$ cat src/rtl/divisor_secuencial.sv
// -----------------------------------------------------------------------------
// divisor_secuencial
//   Sequential unsigned restoring divider. One quotient bit is resolved per
//   clock: the block presents {R,Qmsb} and D to an external restador, then
//   keeps the difference (carry out = 1) or the shifted remainder (carry
//   out = 0). A result is ready after WIDTH iteration cycles.
//
// Ports
//   clk, rst          rising-edge clock, synchronous active-high reset
//   inicio            start request, only honoured in IDLE
//   dividendo/divisor operands, captured when inicio is accepted
//   res_minuendo      to restador: {R[WIDTH-2:0], Q[WIDTH-1]}
//   res_sustraendo    to restador: D
//   res_resta         from restador: (minuendo - sustraendo) mod 2^WIDTH
//   res_cout          from restador: 1 when minuendo >= sustraendo
//   cociente/residuo  registered quotient / remainder
//   ocupado           high while in CALC or FIN
//   listo             one-cycle done pulse (asserted during FIN)
//   div_cero          divide-by-zero flag, held until the next accepted start
// -----------------------------------------------------------------------------
module divisor_secuencial #(
    parameter int WIDTH = 5,
    parameter int CW    = 3
) (
    input  logic             clk,
    input  logic             rst,
    input  logic             inicio,
    input  logic [WIDTH-1:0] dividendo,
    input  logic [WIDTH-1:0] divisor,
    output logic [WIDTH-1:0] res_minuendo,
    output logic [WIDTH-1:0] res_sustraendo,
    input  logic [WIDTH-1:0] res_resta,
    input  logic             res_cout,
    output logic [WIDTH-1:0] cociente,
    output logic [WIDTH-1:0] residuo,
    output logic             ocupado,
    output logic             listo,
    output logic             div_cero
);

    localparam logic [1:0] S_IDLE = 2'd0;
    localparam logic [1:0] S_CALC = 2'd1;
    localparam logic [1:0] S_FIN  = 2'd2;

    localparam logic [CW-1:0] ULTIMA = CW'(WIDTH - 1);

    logic [1:0]       estado;
    logic [WIDTH-1:0] r;      // partial remainder
    logic [WIDTH-1:0] q;      // dividend shifting out, quotient shifting in
    logic [WIDTH-1:0] d;      // latched divisor
    logic [CW-1:0]    cnt;

    logic [WIDTH-1:0] r_sig;
    logic [WIDTH-1:0] q_sig;

    // The shifted remainder always fits in WIDTH bits: before iteration k the
    // remainder is below 2^(k-1), so no extra carry bit is carried along.
    assign res_minuendo   = {r[WIDTH-2:0], q[WIDTH-1]};
    assign res_sustraendo = d;

    always_comb begin
        r_sig = res_minuendo;
        q_sig = {q[WIDTH-2:0], 1'b0};
        if (res_cout) begin
            r_sig = res_resta;
            q_sig = {q[WIDTH-2:0], 1'b1};
        end
    end

    always_ff @(posedge clk) begin
        if (rst) begin
            estado   <= S_IDLE;
            r        <= '0;
            q        <= '0;
            d        <= '0;
            cnt      <= '0;
            cociente <= '0;
            residuo  <= '0;
            ocupado  <= 1'b0;
            listo    <= 1'b0;
            div_cero <= 1'b0;
        end else begin
            listo <= 1'b0;
            case (estado)
                S_IDLE: begin
                    if (inicio) begin
                        ocupado <= 1'b1;
                        if (divisor == '0) begin
                            // Nothing to iterate: publish the result directly.
                            cociente <= '1;
                            residuo  <= dividendo;
                            div_cero <= 1'b1;
                            listo    <= 1'b1;
                            estado   <= S_FIN;
                        end else begin
                            q        <= dividendo;
                            d        <= divisor;
                            r        <= '0;
                            cnt      <= '0;
                            div_cero <= 1'b0;
                            estado   <= S_CALC;
                        end
                    end
                end
                S_CALC: begin
                    r   <= r_sig;
                    q   <= q_sig;
                    cnt <= cnt + CW'(1);
                    if (cnt == ULTIMA) begin
                        cociente <= q_sig;
                        residuo  <= r_sig;
                        listo    <= 1'b1;
                        estado   <= S_FIN;
                    end
                end
                S_FIN: begin
                    ocupado <= 1'b0;
                    estado  <= S_IDLE;
                end
                default: begin
                    ocupado <= 1'b0;
                    estado  <= S_IDLE;
                end
            endcase
        end
    end

endmodule

$ cat config.mk
export PLATFORM = sky130hd
export DESIGN_NAME = divisor_secuencial
export DESIGN_NICKNAME = d
export VERILOG_FILES = /design/src/rtl/divisor_secuencial.sv
export SDC_FILE = /design/constraint.sdc
export NUM_CORES = 1
export LEC_CHECK = 0
export CORE_UTILIZATION = 48
export CTS_CLUSTER_DIAMETER = 80
export CTS_CLUSTER_SIZE = 16
export DETAILED_ROUTE_END_ITERATION = 10
export MAX_ROUTING_LAYER = met4
export PLACE_DENSITY = 0.76
export REMOVE_ABC_BUFFERS = 1
export SLEW_MARGIN = 20
export SYNTH_ARGS = -nofsm -noshare
export SYNTH_HDL_FRONTEND = slang
export SYNTH_SLANG_ARGS = --single-unit
$ cat constraint.sdc
create_clock -name clk -period 2.2 [get_ports clk]
set_input_delay 0.44 -clock clk [delete_from_list [all_inputs] [get_ports clk]]
set_output_delay 0.44 -clock clk [all_outputs]
set_load 0.1 [all_outputs]
======== After elaboration in Yosys (flattened, before gate mapping) ========
Cells that the tools add are included.
word-level totals
  register bits after elaboration ......... 32
  output and inout bits ................... 23
  input bits .............................. 19
  word-level logic and storage cells ...... 57
operators by class
  multiplexer cells ....................... 29
  bitwise gates (word level) .............. 2
  $add $sub $neg .......................... 1
  reductions and logical operators ........ 9
  equality and inequality tests ........... 6
operators by type and width
  kind                   number
  $mux W5                9
  $pmux W5 S2            3
  $mux W4                2
  $ne A2 B2 Y1 const B   4
  $pmux W4 S2            1
  $mux W2                3
  $mux W3                2
  $pmux W3 S2            1
  $reduce_and A2 Y1      3
  $reduce_and A3 Y1      2
  $logic_not A5 Y1       1
  $mux W1                5
  $pmux W1 S2            2
  $pmux W2 S2            1
  $reduce_and A4 Y1      1
  $add A3 B1 Y3 const B  1
  $eq A3 B3 Y1 const B   1
  $eq A2 B1 Y1 const B   1
  $logic_not A2 Y1       1
  $not A1 Y1             2
  $reduce_bool A2 Y1     1

======== Longest topological paths before layout ========
Gate-level depths: netlist (run 1).
  depth in word-level cells ............... 4
  depth in mapped cells ................... 6
  depth with buffers taken out ............ 5

======== Least setup slack after synthesis (run 1) ========
Ideal clock, no wire load.
  kind .................................... input to register
  start ................................... in divisor[4]
  end ..................................... reg residuo[0]
  stages on the path ...................... 5
  arrival ................................. 1564 ps
  setup time .............................. 87 ps
  data required time ...................... 2113 ps
  setup slack ............................. 549 ps
  buffers on the path ..................... 2
  path through ............................ or3_1 -> buf_6 -> o31a_1 -> buf_6 -> o31ai_1
between the ends
  cells in the longest elaborated chain, start to end .. 3
RTL lines
  what                                line  text
  from (decl)                         29    input logic [WIDTH-1:0] divisor,
  $logic_not A5 Y1                    88    if (divisor == '0) begin
  $ne A2 B2 Y1 (no source line)       n/a
  $reduce_and A4 Y1 (no source line)  n/a
  to (signal assigned)                91    residuo <= dividendo;
  to (signal assigned)                111   residuo <= r_sig;
  to (decl)                           35    output logic [WIDTH-1:0] residuo,
Every way passes these cells.
A chain may end at the register's enable or synchronous reset.

======== Worst setup path after layout (run 1) ========
  start ................................... in divisor[4]
  end ..................................... reg cnt[0]
between the ends
  cells in the longest elaborated chain, start to end .. 3
RTL lines
  what                                line  text
  $logic_not A5 Y1                    88
  $ne A2 B2 Y1 (no source line)       n/a
  $reduce_and A3 Y1 (no source line)  n/a
  to (signal assigned)                108   cnt <= cnt + CW'(1);
  to (decl)                           51    logic [CW-1:0] cnt;
Every way passes these cells.

==> results of run 1 <==
## worst paths after layout
check	from	endpoint	slack, ns	cells after the start
worst min register to register	cociente[0]$_SDFFE_PP0P_	cociente[0]$_SDFFE_PP0P_	0.46	2
worst max-delay path	divisor[4]	cnt[0]$_SDFFE_PP0P_	0.38	5
worst max register to register	estado[1]$_SDFFE_PP0P_	r[2]$_SDFFE_PP0P_	0.46	3
worst min-delay path	cociente[0]$_SDFFE_PP0P_	cociente[0]$_SDFFE_PP0P_	0.46	2
## cell families after synthesis
group | Yosys count | share of synthesized area (%)
simple gates | 58 | 20.79
fa+ha+maj | 2 | 1.581
flops | 32 | 40.47
compound gates | 52 | 24.27
buf+inv | 23 | 6.877
mux | 9 | 6.008
## power groups by stage
stage	registers, uW	clock network [uW]	logic (uW)
floorplan	743	0	105
CTS	628	290	323
global route	632	322	342
detailed placement	641	0	322
finish	628	282	322
global placement	639	0	316
## through the flow
step / utilization, % / std cells / area, um^2
after floorplan: - / 161 / 1504
after global placement: 63.95 / 254 / 1984
after detailed placement: 63.95 / 254 / 1984
after CTS: 65.16 / 259 / 2022
after global routing: 65.16 / 259 / 2022
final: 65.16 / 259 / 2022
## layout by cell type (no fill, tap or decap), drive strengths merged
master	instances
nor2	7
o211ai	4
dfxtp	32
nand4b	1
nor2b	7
nand2b	2
o21a	2
o2bb2ai	4
o31ai	7
or3b	10
and2b	1
buf	31
nor3	7
nor4	1
a21oi	5
clkinv	1
o311ai	5
o221ai	1
ha	2
or2	1
o21ba	1
inv	7
nand3	8
o31a	2
a211oi	9
o21ai	11
or3	2
mux2	4
clkbuf	5
nand2	11
o32ai	1
clkdlybuf4s50	18
mux2i	5
## per-layer routing
metal / vias up / wire [um] / GRT usage (%)
li1: 723 / - / -
met1: 684 / 1790 / 33.88
met2: 38 / 1926 / 41.57
met3: 9 / 181 / 6.550
met4: 0 / 76 / 9.184
met5: - / 0 / -
## sequential cells by signal, summed over array words and instances (netlist names)
signal          cells
cociente            5
q                   5
ocupado             1
r                   4
div_cero            1
cnt                 3
listo               1
residuo             5
estado              2
res_sustraendo      5
## cell type report
class,count,area (um^2),area share [%]
clock buffers,5,37.54,1.856
inverters,8,30.03,1.485
multi-input cells,121,833.3,41.21
flip-flops and latches,32,640.6,31.68
well taps,44,55.05,2.723
repair buffers,49,425.4,21.04
## critical path, delay by kind of cell
kind	cells	cell delay [ns]
buffers and inverters	2	0.62
AOI/OAI and AO/OA	2	0.58
and+or+nand+nor	1	0.41
==> impl_results.md, run 1 <==
- Run status: finished clean
- Sink Count: 32
- Top flip-flop cell by instance count after synthesis: dfxtp_1
- Placed wire-length estimate after detailed placement: slightly below 3000 um
- Pins over their slew limit: 0
- Post-Route WL: between 3000 and 4000 um
- Fraction of final layout cells sized beyond drive strength 1: between 20% and 30%
- Share of total power in sequential cells: roughly half
- Via count of the first global-routing pass: 1442
- Post-synthesis cell type with the largest combined area: dfxtp_1
- Syn Area/Cell: around 9.0 um^2
- Vert. Die Dim: approximately 59 um
- Gp weighted congestion: between 0.7 and 0.8
- EDFF count, synth: 0
- Worst EP required: approximately 2.4 ns
- Critical Path Source Type: primary input
- Net switching power: about 410 uW
- Count of input and output buffers: between 40 and 50
- Clock tree from TritonCTS: yes
- Cell count after synthesis: between 150 and 200
- Combinational share of power: 26.2%
- Async set or reset register ratio after synthesis: 0%
- Synthesis-stage register bit count: 32
- Leak Pwr: 0.0007563 uW
- Clock Skews: around 0.0031 ns
- Area Overhead vs Synth: 27.75%
- Final Power: 1233 uW
- Vias per std cell: about 5.6
- Number of distinct standard cells referenced by the synthesized netlist: 39
- Hold Violations, Final: 0
- Slew at the pin with the worst max-slew slack: between 0.7 and 0.8 ns
- Number of primary I/O pins: 42
- Number of antenna violations at the first check in global routing: 0
- Maximum buffer depth of the clock tree: 2
- Arrival time worst endpoint: approximately 2 ns
- Mapped cell area: between 1500 and 2000 um^2
- Filler Cells Inserted: approximately 300
- Detailed-route DRC error count: 0
- Maximum number of pins on one net before global-route repair: 23
- Portion of total power attributed to the clock network: a little under a quarter
- Switching share of power: around a third
- Quantity of hold-fixing buffers added after cts: 0
- Final number of setup-violating endpoints: 0
- Pre-CTS setup slack: 0.02706 ns
- Power per cell area: between 600 and 700 nW/um^2
- Critical path peak fanout: 8
- Part of the Yosys area used for sequential elements: roughly two fifths
- Cell internal power dissipation: roughly 800 uW
- Post-Route Setup TNS: 0 ns
- Average wire per cell in the routed design: about 15 um
- Proportion of netlist area held by the largest area contributor: 40.47%
- Htree depth: 2
- Vias after detailed routing: ~1500
- CTS resizes: 0
- CP Capture Type: register
- Clk pin slew, worst setup/hold paths: roughly 0.080 ns
- Clock latency of the later-clocked register in the worst-skew pair: approximately 0.33 ns
- Global-route wire length before repair: approximately 6800 um
- GRT Total Usage: between 20% and 30%
- Initial cell density of the core: approximately half
- Nets: 238
- Cell breakdown of the critical path: clkdlybuf4s50_1 -> or3_1 -> buf_4 -> o31a_2 -> o31ai_1
- Cell with the most instances after synthesis: dfxtp_1
- Type of the most critical hold path: register to register
- Max-slew headroom at the worst pin: 49.39%
- Number of buffers added by the clock tree synthesis step: 5
- Congestion Overflow GR: 0
- Maximum vdd ir drop: about 0.42 mV
- Biggest area contributors in the synthesized netlist: dfxtp_1, or3b_2, a211oi_1
- Crit-path max cell delay: ~0.43 ns
- Setup repair after global routing missed its margin: no
- Max Fclk: around 550 MHz
- Row count: 20
- Critical path type: primary input to register
- Die W: a little under 60 um
- Final antenna-violating net count: 0
- Time the worst path needs with I/O delays and setup: 1.822 ns
- Final WS setup: 0.3778 ns
- Most instantiated cells after synthesis: dfxtp_1, nand2_1, o21ai_0
- Post-CTS Repair Setup Buffers: 0
- Standard cell with the maximum stage delay on the critical path: clkdlybuf4s50_1
- Number of max-cap violations: 0
- Total of warnings raised by yosys: 0
- CTS root buffer: clkbuf_4
- Overall die area: around 3500 um^2
- Drt initial violations: just over 70
- Inserted Diodes: 0
- Area inside the core boundary: 3103 um^2
- Hold Slack: ~0.46 ns
- Detailed Routing Iterations Pass 1: 5
- Post-route clock period utilization: slightly above 80%
Power figures use the tool's default switching activity.
==> inputs of run 2 (changes only) <==
- CORE_UTILIZATION: 48 -> 43
- PLACE_DENSITY: 0.76 -> 0.72
- clock period: 2.2 -> 1.5 ns (I/O delays scaled with it)
==> run 2 against run 1 <==
  * Clock power grew 150%
  * Total power grew 81%
  * Cell count grew 9.3%
  * Combinational power grew 90%
  * Count of clock-buffer cells in the layout grew 1
  * Worst setup slack lost 0.36 ns
  * Utilization grew 9.6 points
  * Sequential power grew 48%
  * Global-route usage shrank 1.7 points
  * Flip-flop and latch count is the same
  * Via count grew 12%
  * Die area grew 11%
==> impl_results.md, run 2 (same netlist as run 1, synthesis figures left out) <==
- Run status: finished clean
- Count of input and output buffers: 41 (unchanged)
- Congestion Overflow GR: 0 (unchanged)
- Type of the most critical hold path: register to register
- Met2 global-route usage: 41.98% (+0.41 points)
- Power per cell area: 867.5 nW/um^2 (+42%)
- Via count of the first global-routing pass: 1605 (+11%)
- Reg-to-reg critical path endpoint: res_sustraendo[0]$_SDFFE_PP0P_
- Global-route wire length before repair: 7465 um (+9.7%)
- CP Capture Type: register
- Met1 Track Usage GR: 29.43% (-4.4 points)
- Post-layout instance area: 2572 um^2 (+27%)
- Standard cell with the maximum stage delay on the critical path: or3b_2
- FF-to-FF setup slack: 0.02 ns (-0.44 ns)
- Slew at the pin with the worst max-slew slack: 0.3521 ns (-0.4070 ns)
- Vias after detailed routing: 1632 (+12%)
- Pins over their slew limit: 0 (unchanged)
- Post-Route Setup TNS: 0 ns (unchanged)
- Die W: 62.67 um (+5.5%)
- Detailed-route DRC error count: 0 (unchanged)
- CP Buf/Inv Count: 1 (-1)
- Vias per std cell: 5.767 (+2.7%)
- Final number of setup-violating endpoints: 0 (unchanged)
- Htree depth: 2 (unchanged)
- Max-slew headroom at the worst pin: 76.52% (+27 points)
- Row count: 21 (+5.0%)
- Overall die area: 3928 um^2 (+11%)
- Nets: 257 (+8.0%)
- Worst path top cell family by delay: simple AND/OR/NAND/NOR gates
- Vert. Die Dim: 62.67 um (+5.5%)
- Most common cell after layout, fill and taps aside: dfxtp_1
- Drt initial violations: 75 (+5.6%)
- Average wire per cell in the routed design: 16.43 um (+7.1%)
- Time the worst path needs with I/O delays and setup: around 1.5 ns
- Number of antenna violations at the first check in global routing: 0 (unchanged)
- Leak Pwr: 0.001011 uW (+34%)
- Cell breakdown of the critical path: or3b_4 -> buf_4 -> or3b_2 -> o21ai_0
- Max Fclk: around 680 MHz
- CTS root buffer: clkbuf_8
- Initial cell density of the core: 45.98% (-5.0 points)
- Inserted Diodes: 0 (unchanged)
- Placed wire-length estimate after detailed placement: 3432 um (+17%)
- Fraction of final layout cells sized beyond drive strength 1: 35.44% (+10 points)
- Logic depth of the worst register-to-register path: 4 (+1)
- Final Power: 2232 uW (+81%)
- Switching share of power: 31.86% (-1.4 points)
- Arrival time worst endpoint: 1.69 ns (-0.36 ns)
- Critical path peak fanout: 5 (-3)
- R2R Path Start: estado[1]$_SDFFE_PP0P_
- Hold Violations, Final: 0 (unchanged)
- Crit-path max cell delay: 0.43 ns (about the same)
- Filler Cells Inserted: 223 (-25%)
- Setup repair after global routing missed its margin: yes
- Cell Count Post-Placement: 274 (+7.9%)
- Gp weighted congestion: 0.9122 (+18%)
- Clock latency of the later-clocked register in the worst-skew pair: 0.29 ns (-0.04 ns)
- Maximum vdd ir drop: 0.5096 mV (+20%)
- Detailed Routing Iterations Pass 1: 4 (-1)
- Area inside the core boundary: 3442 um^2 (+11%)
- Number of buffers added by the clock tree synthesis step: 5 (unchanged)
- Post-Route WL: 4650 um (+17%)
- Area Overhead vs Synth: 62.53%
- Multi-input logic area: 880.8 um^2 (+5.7%)
- Maximum number of pins on one net before global-route repair: 29 (+26%)
- Worst EP required: 1.71 ns (-0.72 ns)
- Cell internal power dissipation: 1521 uW (+85%)
- End point of the critical path: res_sustraendo[0]$_SDFFE_PP0P_
- Sink Count: 32 (unchanged)
- Routing layer with the top usage in global route: met2
- Critical Path Source Type: register
- Share of total power in sequential cells: 41.6% (-9.4 points)
- Maximum buffer depth of the clock tree: 2 (unchanged)
- Clk pin slew, worst setup/hold paths: 0.06 ns (-0.02 ns)
- Number of primary I/O pins: 42 (unchanged)
- Clock Skews: 0.01152 ns (+0.008424 ns)
- Number of logic stages on the critical path including buffering: 4 (-1)
- Net switching power: 711.0 uW (+73%)
- Final instance count without filler cells: 283 (+9.3%)
- Portion of total power attributed to the clock network: 31.0% (+8.1 points)
- Critical path type: register to register
- Global Route met3 Usage: 3.832% (-2.7 points)
- Post-CTS Repair Setup Buffers: 0 (unchanged)
- Quantity of hold-fixing buffers added after cts: 0 (unchanged)
- Sequential cell area in the final layout: 641.9 um^2 (+0.20%)
- Combinational share of power: 27.4% (+1.2 points)
- GRT Total Usage: 25.08% (-1.7 points)
- Leading cell types in the layout, fill and taps excluded: dfxtp_1, buf_12, buf_4
- Clock tree from TritonCTS: yes
- Final antenna-violating net count: 0 (unchanged)
- Post-route clock period utilization: around 99%
- Critical path launch point: estado[1]$_SDFFE_PP0P_
- Area post-placement: 2422 um^2 (+22%)
- Number of max-cap violations: 0 (unchanged)
[run 2: cell count changes in the layout (fill, tap and decap cells not counted), moves of 4 or more]
cell,delta
buf_12,+24
clkbuf_8,+6
o311ai_0,-4
clkdlybuf4s50_1,-6
dlygate4sd2_1,+5
o21ai_0,-4
buf_4,-7
clkbuf_4,-5
o311ai_1,+4
[run 2: how the worst min path moves through the flow]
stage                     slack [ns]  depth (start not counted)                      startpoint                        endpoint
after floorplan                 0.37                          1                             rst           div_cero$_SDFFE_PP0P_
after global placement          0.47                          2               q[2]$_SDFFE_PP0P_               q[2]$_SDFFE_PP0P_
after detailed placement        0.48                          2        cociente[0]$_SDFFE_PP0P_        cociente[0]$_SDFFE_PP0P_
after CTS                       0.49                          2               q[2]$_SDFFE_PP0P_               q[2]$_SDFFE_PP0P_
after global routing            0.52                          2  res_sustraendo[3]$_SDFFE_PP0P_  res_sustraendo[3]$_SDFFE_PP0P_
final                           0.49                          2  res_sustraendo[2]$_SDFFE_PP0P_  res_sustraendo[2]$_SDFFE_PP0P_
[run 2: cell type report]
| type | instances | area share (%) |
|---|---|---|
| clock inverters | 2 | 0.3891 |
| repair buffers | 68 | 33.80 |
| flip-flops and latches | 32 | 24.95 |
| clock buffers | 6 | 3.210 |
| inverters | 8 | 1.167 |
| multi-input cells | 121 | 34.24 |
| well taps | 46 | 2.237 |
[run 2: what timing repair did]
action / CTS / global route
resized for setup: 17 / 15
cloned: 1 / 0
setup endpoints to repair: 24 / 14
pin swaps: 4 / 3
[run 2: power by group through the flow]
| stage | combinational (uW) | sequential, uW | clock (uW) |
|---|---|---|---|
| floorplan | 154 | 1090 | 0 |
| global placement | 571 | 945 | 0 |
| detailed placement | 584 | 947 | 0 |
| CTS | 595 | 928 | 699 |
| global route | 638 | 933 | 736 |
| finish | 611 | 929 | 692 |
[run 2: worst register-to-register path, delay by kind of cell, from the launching register on]
| kind | cells | cell delay [ns] |
|---|---|---|
| AND/OR/NAND/NOR | 2 | 0.85 |
| flip-flops | 1 | 0.32 |
| buffers and inverters | 1 | 0.17 |
| AO/OA/AOI/OAI | 1 | 0.07 |
[run 2: layer usage]
metal / vias to the layer above / share of wire [%]
li1: 767 / -
met1: 786 / 42
met2: 69 / 51
met3: 10 / 5.3
met4: 0 / 1.9
met5: - / 0
[run 2: metrics by stage]
step                hold slack [ns]  setup slack [ns]  util [%]
floorplan                    0.3691          -0.08438         -
global placement             0.4739           -0.4882     70.37
detailed placement           0.4835           -0.5271     70.37
CTS                          0.4927          0.007210     74.15
global route                 0.5162          -0.01237     74.74
finish                       0.4855           0.02018     74.74
